<file path="config.mk">
export PLATFORM = sky130hd
export DESIGN_NAME = mux4_tdm_tx
export DESIGN_NICKNAME = d
export VERILOG_FILES = /design/src/rtl/mux4_tdm_tx.sv
export SDC_FILE = /design/constraint.sdc
export NUM_CORES = 1
export LEC_CHECK = 0
export CAP_MARGIN = 30
export CORE_MARGIN = 2
export CORE_UTILIZATION = 48
export CTS_CLUSTER_DIAMETER = 30
export DETAILED_ROUTE_END_ITERATION = 8
export GPL_ROUTABILITY_DRIVEN = 0
export PLACE_DENSITY = 0.76
export SYNTH_ARGS = -nofsm -noshare
export SYNTH_HDL_FRONTEND = slang
export SYNTH_SLANG_ARGS = --single-unit
export TNS_END_PERCENT = 1
</file>
<file path="constraint.sdc">
create_clock -name clk -period 1.7 [get_ports clk]
set_input_delay 0.34 -clock clk [delete_from_list [all_inputs] [get_ports clk]]
set_output_delay 0.34 -clock clk [all_outputs]
set_load 0.01 [all_outputs]
</file>
<file path="src/rtl/mux4_tdm_tx.sv">
// mux4_tdm_tx: 4:1 time-division multiplexing transmitter.
// Once per frame it snapshots four lanes and the lane mask. It then sends every
// enabled lane in ascending order, one lane per slot, and holds each slot for
// HOLD cycles. The select code {s1,s0} goes out with the data so that the far-end
// 1:4 demux can route each slot back to its lane.
module mux4_tdm_tx #(
    parameter int WIDTH = 1,
    parameter int HOLD  = 1   // cycles per slot, 1..255
) (
    input  logic             clk,
    input  logic             rst,
    input  logic             en,
    input  logic [3:0]       lane_mask,
    input  logic [WIDTH-1:0] i0,
    input  logic [WIDTH-1:0] i1,
    input  logic [WIDTH-1:0] i2,
    input  logic [WIDTH-1:0] i3,
    output logic [WIDTH-1:0] y,
    output logic             s1,
    output logic             s0,
    output logic             valid,
    output logic             frame_start
);

    localparam logic [7:0] HOLD_M1 = 8'(HOLD - 1);

    typedef enum logic {IDLE, SLOT} state_t;

    // Live lane inputs, indexed by lane number
    logic [3:0][WIDTH-1:0] lanes_in;
    assign lanes_in = {i3, i2, i1, i0};

    state_t                state_q, state_d;
    logic [7:0]            hold_q, hold_d;
    logic [1:0]            sel_q, sel_d;
    logic [WIDTH-1:0]      y_q, y_d;
    logic                  valid_q, valid_d;
    logic                  fs_q, fs_d;
    logic [3:0][WIDTH-1:0] snap_q, snap_d;
    logic [3:0]            smask_q, smask_d;

    logic                  start;
    logic [2:0]            nxt;      // {found, lane}

    // Lowest set bit of a non-zero mask
    function automatic logic [1:0] first_lane(input logic [3:0] m);
        logic [1:0] r;
        r = 2'd0;
        for (int k = 3; k >= 0; k--)
            if (m[k]) r = 2'(k);
        return r;
    endfunction

    // Next set bit strictly above cur; MSB of the result flags whether one exists
    function automatic logic [2:0] next_lane(input logic [3:0] m, input logic [1:0] cur);
        logic [3:0] above;
        logic [2:0] r;
        above = m & (4'b1110 << cur);
        r     = 3'b000;
        for (int k = 3; k >= 0; k--)
            if (above[k]) r = {1'b1, 2'(k)};
        return r;
    endfunction

    assign nxt = next_lane(smask_q, sel_q);

    // Next-state and next-output logic: frame start, slot hold/advance, pause
    always_comb begin
        state_d = state_q;
        hold_d  = hold_q;
        sel_d   = sel_q;
        y_d     = y_q;
        valid_d = 1'b0;
        fs_d    = 1'b0;
        snap_d  = snap_q;
        smask_d = smask_q;
        start   = 1'b0;

        case (state_q)
            IDLE: begin
                if (en && lane_mask != 4'b0000) start = 1'b1;
            end
            SLOT: begin
                if (!en) begin
                    // Pause: everything frozen, only valid drops
                    valid_d = 1'b0;
                end else if (hold_q < HOLD_M1) begin
                    hold_d  = hold_q + 8'd1;
                    valid_d = 1'b1;
                end else begin
                    hold_d = 8'd0;
                    if (nxt[2]) begin
                        sel_d   = nxt[1:0];
                        y_d     = snap_q[nxt[1:0]];
                        valid_d = 1'b1;
                    end else if (lane_mask != 4'b0000) begin
                        // Back-to-back frame, no gap cycle
                        start = 1'b1;
                    end else begin
                        state_d = IDLE;
                    end
                end
            end
            default: state_d = IDLE;
        endcase

        if (start) begin
            snap_d  = lanes_in;
            smask_d = lane_mask;
            sel_d   = first_lane(lane_mask);
            y_d     = lanes_in[first_lane(lane_mask)];
            valid_d = 1'b1;
            fs_d    = 1'b1;
            hold_d  = 8'd0;
            state_d = SLOT;
        end
    end

    // State and output registers; reset discards any frame in progress
    always_ff @(posedge clk) begin
        if (rst) begin
            state_q <= IDLE;
            hold_q  <= 8'd0;
            sel_q   <= 2'd0;
            y_q     <= '0;
            valid_q <= 1'b0;
            fs_q    <= 1'b0;
            snap_q  <= '0;
            smask_q <= 4'b0000;
        end else begin
            state_q <= state_d;
            hold_q  <= hold_d;
            sel_q   <= sel_d;
            y_q     <= y_d;
            valid_q <= valid_d;
            fs_q    <= fs_d;
            snap_q  <= snap_d;
            smask_q <= smask_d;
        end
    end

    assign y           = y_q;
    assign s1          = sel_q[1];
    assign s0          = sel_q[0];
    assign valid       = valid_q;
    assign frame_start = fs_q;

endmodule

</file>
---- Word-level counts from Yosys, hierarchy flattened ----
Index checks and enable logic that the tools add are counted.
cells by class
  eq/ne operators ......................... 1
  multiplexer cells ....................... 41
  reduce and logical (&&, ||, !) cells .... 8
  $lt $le $gt $ge ......................... 3
  bitwise operators ....................... 2
  add/sub/neg operators ................... 1
  shift-type cells ........................ 1
operators by type and width
  cell                 count
  $mux 1               23
  $mux 2               10
  $mux 3               4
  $add 8x1->8 const B  1
  $lt 8x1->1 const B   1
  $mux 8               1
  $lt 2x3->1 const B   2
  $reduce_bool 2->1    3
  $and 4x4->4          1
  $bmux 1 s2           2
  $reduce_and 4->1     1
  $reduce_bool 4->1    1
  $shl 4x2->4 const A  1
  $ne 2x2->1 const B   1
  $pmux 1 s2           1
  $reduce_and 2->1     1
  $reduce_or 2->1      1
  $logic_and 1x1->1    1
  $not 1->1            1
storage, ports and cells
  bits in registers ....................... 22
  input bits .............................. 11
  logic and storage cells ................. 68
  output and inout bits ................... 5

---- Logic depth before layout (Yosys ltp) ----
Gate-level depths: netlist (run 1).
  depth after elaboration ................. 14
  depth in mapped cells ................... 7
  depth with buffers taken out ............ 5

---- Least setup slack after synthesis (run 1) ----
Ideal clock, no wire load.
  path kind ............................... reg2reg
  start ................................... reg sel_q[1]
  end ..................................... reg y_q, in the netlist y
  data arrival time ....................... 1.374 ns
  setup slack ............................. 0.238 ns
  period minus slack after synthesis ...... 1.462 ns
  required time ........................... 1.612 ns
  buffers on the path ..................... 2
  library setup time ...................... 0.088 ns
  stages on the path, launching flop included .. 8
  path through ............................ dfxtp_1 -> buf_2 -> nand2_1 -> nand3_2 -> nand3_4 -> buf_12 -> nand2b_1 -> a311oi_2
on the way
  cells in the longest elaborated chain, start to end .. 13
  elaborated cells between the ends (all ways) .. 22
  classes of those cells .................. 1 x eq/ne; 1 x shift; 15 x mux; 1 x bitwise; 4 x reduce/logical
RTL lines
  item                          line  source
  start: declaration            35    logic [1:0] sel_q, sel_d;
  start signal: assignment      133   sel_q <= sel_d;
  $shl 4x2->4 (*)               58    above = m & (4'b1110 << cur);
  $and 4x4->4 (*)               58
  $mux 3 (3 in a row)           61    if (above[k]) r = {1'b1, 2'(k)};
  $mux 3 (*)                    61
  $bmux 1 s2                    94    y_d = snap_q[nxt[1:0]];
  $mux 1 (implied by the code)  94
  $mux 1                        92    if (nxt[2]) begin
  $mux 1                        87    end else if (hold_q < HOLD_M1) begin
  $mux 1                        84    if (!en) begin
  $mux 1                        79    case (state_q)
  $mux 1                        107   if (start) begin
  end signal: assignment        134   y_q <= y_d;
  end: declaration              36    logic [WIDTH-1:0] y_q, y_d;
Mark *: on every way between the ends. The rest lies on a longest branch, timed or not. The select of a mux whose other input is x is not followed.
A chain may end at the register's enable or synchronous reset.

---- Worst setup path after layout (run 1) ----
  start ................................... reg sel_q[1]
  end ..................................... out s1
RTL lines
  item              line  source
  end: declaration  19    output logic s1,
No word-level cell between the ends.

==> impl_metrics.py, run 1 <==
metrics = {
    "worst_hold_path": {
        "hp-class": "in -> reg",
        "hp-start": "lane_mask[1]",
        "holdPathStages": 3,
        "whs_endpoint": "smask_q[1]",
    },
    "grt": {
        "grt_pass1_vias": 515,
        "use_met3": 0.0766,
        "grt_usage": 0.171,
        "met1_usage": 0.212,
        "busiest_layer": "met2",
        "use_met2": 0.272,
        "grt_pass1_wl_um": 2340,
        "antenna_found_initial": 0,
        "overflow": 0,
        "grt_max_degree": 14,
    },
    "power_and_ir_drop": {
        "switching_share": 0.278,
        "comb_power_share": 0.246,
        "pwr-share-clk": 0.262,
        "power.leakage_nw": 0.383,
        "p_per_area_nw_per_um2": 762,
        "p_seq_frac": 0.491,
        "max-vdd-ir-drop_mv": 0.531,
        "p_switching_mw": 0.198,
        "internal_power_mw": 0.514,
    },
    "critical_path": {
        "r2r_start": "sel_q[0]",
        "cp_slowest_cell": "clkdlybuf4s50_1",
        "critical_path.endpoint_type": "output port",
        "r2r_end": "sel_q[1]",
        "path_max_fanout": 9,
        "path_cells": "clkdlybuf4s50_1",
        "cp.required_ns": 1.36,
        "path_class": "reg -> out",
        "startpoint_type": "register",
        "ff2ff_path_depth": 5,
        "slowest_delay_ns": 0.56,
        "r2r_setup_slack_ns": 0.17,
        "worstPathArrival_ns": 1.25,
        "critical-path-top-delay-family": "buffers and inverters",
        "critPathBufInv": 1,
    },
    "synth": {
        "synth_top_area_share": 0.351,
        "syn_area_um2": 741,
        "synth_top_flop_cell": "dfxtp_1",
        "synth_nets": 84,
        "ys_ff_latch": 13,
        "avgSynthCellArea_um2": 10.1,
        "synthCells": 73,
        "synth_most_common_cell": "nor2_1",
        "yosys_warnings": 0,
        "synthDistinctLibCells": 30,
        "synth_edf_count": 0,
        "synthTopCellsByArea": "dfxtp_1 35%, mux2i_1 11%, nor2_1 7.6%",
        "yosysTopAreaCell": "dfxtp_1",
        "yosys-top-cells-count": "15 x nor2_1, 13 x dfxtp_1, 8 x mux2i_1",
        "yosysSeqAreaShare": 0.351,
        "synth_async_sr_flop_share": 0,
    },
    "floorplan": {
        "die_y_um": 43.3,
        "std_cell_rows": 14,
        "initial_core_util": 0.503,
        "die_w_um": 43.3,
        "core_um2": 1470,
        "boundaryPins": 16,
        "die_area_um2": 1870,
    },
    "drt": {
        "viasPerCell": 5.28,
        "wirelength_um": 1320,
        "first_pass_iters": 4,
        "drt-initial-drc-count": 10,
        "drc": 0,
        "via_count": 570,
        "drtAntennaViolNets": 0,
        "post_drt_wl_per_cell_um": 12.2,
    },
    "layout": {
        "num_antenna_cells": 0,
        "final_layout_size_suffix_gt1_frac": 0.207,
        "fillCellCount": 133,
        "multi_input_area_um2": 437,
        "syn_to_final_growth_pct": 26.2,
        "final_net_count": 104,
        "seq_area_um2": 262,
        "fin_area_um2": 935,
    },
    "status": {
        "status": "finished clean",
    },
    "sta": {
        "min_period_ns": 1.59,
        "fin_ws_ns": 0.108,
        "report.final.setup_viol": 0,
        "slew_viol_final": 0,
        "fin_skew_ns": 0.00120,
        "grt_setup_unrepaired": "no",
        "worst_pin_slew_ns": 0.495,
        "finalHoldViolCount": 0,
        "max-slew-margin-rel": 0.669,
        "clock.fmax_mhz": 628,
        "fin_crit_sh": 0.936,
    },
    "clocking": {
        "clk_path_buf_depth": 2,
        "cts_tree": "done",
        "numCtsBuffers": 3,
        "hold_buffers": 0,
        "clkTransAtPathRegs_ns": 0.08,
        "htree_levels": 1,
        "clk_latency_ns": 0.27,
        "cts_root_buf": "clkbuf_4",
        "postCtsSetupBuffers": 0,
        "clock_sinks": 13,
    },
    "placement": {
        "io_buffer_count": 15,
        "dp_worst_setup_slack_ns": -0.360,
        "postPlaceCellArea_um2": 905,
        "hpwl_um": 1060,
    },
    "flow_run": {
        "max_cap_violations": 0,
    },
}
==> how the worst max path moves through the flow <==
stage,startpoint,to,slack [ns],depth (start not counted)
6_report,sel_q[1],s1,0.11,1
2_1_floorplan,sel_q[1],y,0.24,7
5_1_grt,sel_q[0],sel_q[1],0.05,5
4_1_cts,lane_mask[1],y,0.05,5
3_3_place_gp,lane_mask[3],y,-0.27,6
3_5_place_dp,lane_mask[3],y,-0.36,6
==> kinds of logic after synthesis <==
group / synth area share
AO/OA/AOI/OAI: 0.211
buffers and inverters: 0.0591
flip-flops: 0.351
multiplexers: 0.139
AND/OR/NAND/NOR: 0.240
==> timing repair <==
action	in CTS	in global routing
gates resized for setup	3	2
pin swaps	0	1
endpoints found under the setup margin	2	6
==> final cells by class <==
class	count	share of cell area
well taps	16	0.0214
inverters	4	0.0161
flip-flops and latches	13	0.280
clock buffers	4	0.0281
multi-input cells	53	0.467
repair buffers	18	0.187
==> routing by layer <==
layer	share of wire	up-vias	wire (um)
met4	0	0	0
met2	0.49	14	640
met3	0.057	0	75
met1	0.46	256	602
li1	-	300	-
met5	0	-	0
==> cells in the final DEF (no fill, tap or decap), types with 2 or more instances in the layout <==
cell type        count
o21ai_0              2
dlygate4sd2_1        2
clkdlybuf4s50_1     11
nor2b_1              3
clkbuf_4             3
nand2_1              2
a31oi_1              2
buf_4                3
mux2i_1              8
inv_1                4
nor2_2               2
dfxtp_1             12
a21oi_1              2
nor2_1              15
dlymetal6s2s_1       2
==> stage by stage <==
step | cells | hold slack (ns) | util | power, mW | TNS [ns]
CTS | 108 | 0.507 | 0.632 | 0.728 | 0
detailed placement | 104 | 0.488 | 0.615 | 0.536 | -2.39
floorplan | 73 | 0.408 | - | 0.475 | 0
global placement | 104 | 0.481 | 0.615 | 0.532 | -1.99
finish | 108 | 0.481 | 0.635 | 0.713 | 0
global route | 108 | 0.500 | 0.635 | 0.754 | 0
==> state kept, by name, indices dropped and copies added, names as in the netlist <==
register     count
frame_start      1
sel_q            2
smask_q          3
snap_q           4
state_q          1
valid            1
y                1
==> power by group through the flow <==
stage	Clock, mW	Combinational [mW]	Sequential (mW)
6_report	0.187	0.176	0.350
2_1_floorplan	0	0.122	0.353
3_3_place_gp	0	0.176	0.356
3_5_place_dp	0	0.179	0.357
5_1_grt	0.208	0.194	0.353
4_1_cts	0.200	0.178	0.350
No activity file was read; power rests on OpenSTA's default activity.
==> inputs of run 2 (changes only) <==
Settings changed: CORE_MARGIN 2 to not set, SLEW_MARGIN set to 20.
==> impl_metrics.py, run 2 (synthesis results as in run 1) <==
metrics = {
    "sta": {
        "min_period_ns": 1.62,
        "report.final.setup_viol": 0,
        "fin_skew_ns": 0.00276,
        "max-slew-margin-rel": 0.655,
        "finalHoldViolCount": 0,
        "clock.fmax_mhz": 619,
        "fin_ws_ns": 0.0833,
        "worst_pin_slew_ns": 0.515,
        "grt_setup_unrepaired": "no",
        "fin_crit_sh": 0.951,
        "slew_viol_final": 0,
    },
    "critical_path": {
        "cp.required_ns": 1.89,
        "critical_path.endpoint_type": "register",
        "r2r_setup_slack_ns": 0.16,
        "path_max_fanout": 10,
        "ff2ff_path_depth": 5,
        "path_class": "in -> reg",
        "r2r_start": "sel_q[0]",
        "startpoint_type": "primary input",
        "worstPathArrival_ns": 1.81,
        "r2r_end": "sel_q[1]",
    },
    "drt": {
        "drc": 0,
        "drt-initial-drc-count": 10,
        "first_pass_iters": 4,
        "wirelength_um": 1340,
        "viasPerCell": 5.29,
        "drtAntennaViolNets": 0,
        "via_count": 598,
        "post_drt_wl_per_cell_um": 11.9,
    },
    "worst_hold_path": {
        "hp-class": "in -> reg",
        "holdPathStages": 4,
        "whs_endpoint": "smask_q[3]",
        "hp-start": "lane_mask[3]",
    },
    "clocking": {
        "cts_root_buf": "clkbuf_4",
        "htree_levels": 1,
        "clock_sinks": 13,
        "clk_path_buf_depth": 2,
        "cts_tree": "done",
        "numCtsBuffers": 3,
        "hold_buffers": 0,
        "clk_latency_ns": 0.28,
        "clkTransAtPathRegs_ns": 0.07,
    },
    "floorplan": {
        "std_cell_rows": 13,
        "die_y_um": 41.3,
        "die_w_um": 41.3,
        "initial_core_util": 0.542,
        "core_um2": 1370,
        "die_area_um2": 1700,
        "boundaryPins": 16,
    },
    "placement": {
        "io_buffer_count": 15,
        "dp_worst_setup_slack_ns": -0.248,
        "hpwl_um": 1030,
    },
    "grt": {
        "antenna_found_initial": 0,
        "grt_pass1_wl_um": 2050,
        "grt_pass1_vias": 474,
        "grt_usage": 0.202,
        "grt_max_degree": 14,
        "overflow": 0,
    },
    "layout": {
        "top_register": "snap_q",
        "syn_to_final_growth_pct": 32.4,
        "largest_reg_flops": 4,
        "final_layout_size_suffix_gt1_frac": 0.255,
        "num_antenna_cells": 0,
        "final_common_cell": "nor2_1",
        "reg_top3": "snap_q x4, smask_q x3, sel_q x2",
        "final_net_count": 110,
        "fillCellCount": 107,
        "final_cell_mix": "15 x nor2_1, 13 x clkdlybuf4s50_1, 12 x dfxtp_1",
    },
    "power_and_ir_drop": {
        "power.total_mw": 0.723,
        "p_per_area_nw_per_um2": 737,
        "max-vdd-ir-drop_mv": 0.551,
        "power.leakage_nw": 0.409,
    },
    "flow_run": {
        "max_cap_violations": 0,
    },
    "status": {
        "status": "finished clean",
    },
}
run 2: cell types whose count changed in the layout (fill, tap and decap cells not counted):
cell,change
buf_4,+6
clkdlybuf4s50_1,+2
dlygate4sd2_1,-2
run 2: what timing repair did:
item,CTS,global route
gates resized for setup,1,2
buffers inserted,0,1
pin swaps,0,2
endpoints found under the setup margin,1,3
run 2: where the power goes:
group	switching (mW)	leakage (nW)	internal (mW)	total, mW
Sequential	0.0226	0.108	0.328	0.351
Combinational	0.0804	0.286	0.105	0.185
Clock	0.0963	0.0150	0.0911	0.187
run 2: how the worst max path moves through the flow:
stage,from,endpoint,slack (ns),depth (start not counted)
finish,lane_mask[1],y,0.08,6
detailed placement,lane_mask[2],y,-0.25,7
global placement,lane_mask[3],y,-0.24,6
CTS,lane_mask[2],y,0.05,7
floorplan,sel_q[1],y,0.24,7
global route,lane_mask[1],y,0.03,6
run 2: final cells by class:
class                      count  area (um^2)  area share
multi-input combinational     53          437       0.445
sequential                    13          262       0.267
timing repair buffer          24          223       0.227
clock buffer                   4         26.3      0.0268
tap                           15         18.8      0.0191
inverter                       4         15.0      0.0153
run 2: per-layer routing:
layer	track usage	wire (um)	vias up
met5	0	0	-
met4	0.0968	23	0
met3	0.0978	73	5
met2	0.313	590	16
met1	0.230	652	267
li1	-	-	310
run 2: worst max-delay path: stages:
cell and delay, ns:
clkdlybuf4s50_1 0.58, nor4_4 0.08, nor2_2 0.15, nand3_4 0.19, nand2b_1 0.21, a311oi_2 0.25
run 2: stage by stage:
stage                     hold WS, ns  cell area [um^2]  std cells   util  TNS (ns)
final                           0.461               981        113  0.718         0
after global routing            0.487               981        113  0.718         0
after CTS                       0.519               968        112  0.709         0
after detailed placement        0.500               941        108  0.689     -2.37
after global placement          0.488               941        108  0.689     -1.89
after floorplan                 0.408               741         73      -         0
==> inputs of run 3 (changes only) <==
Settings changed: CTS_CLUSTER_DIAMETER 30 to not set.
==> results of run 3 <==
The final DEF is identical to that of run 2; final timing and power are the same.
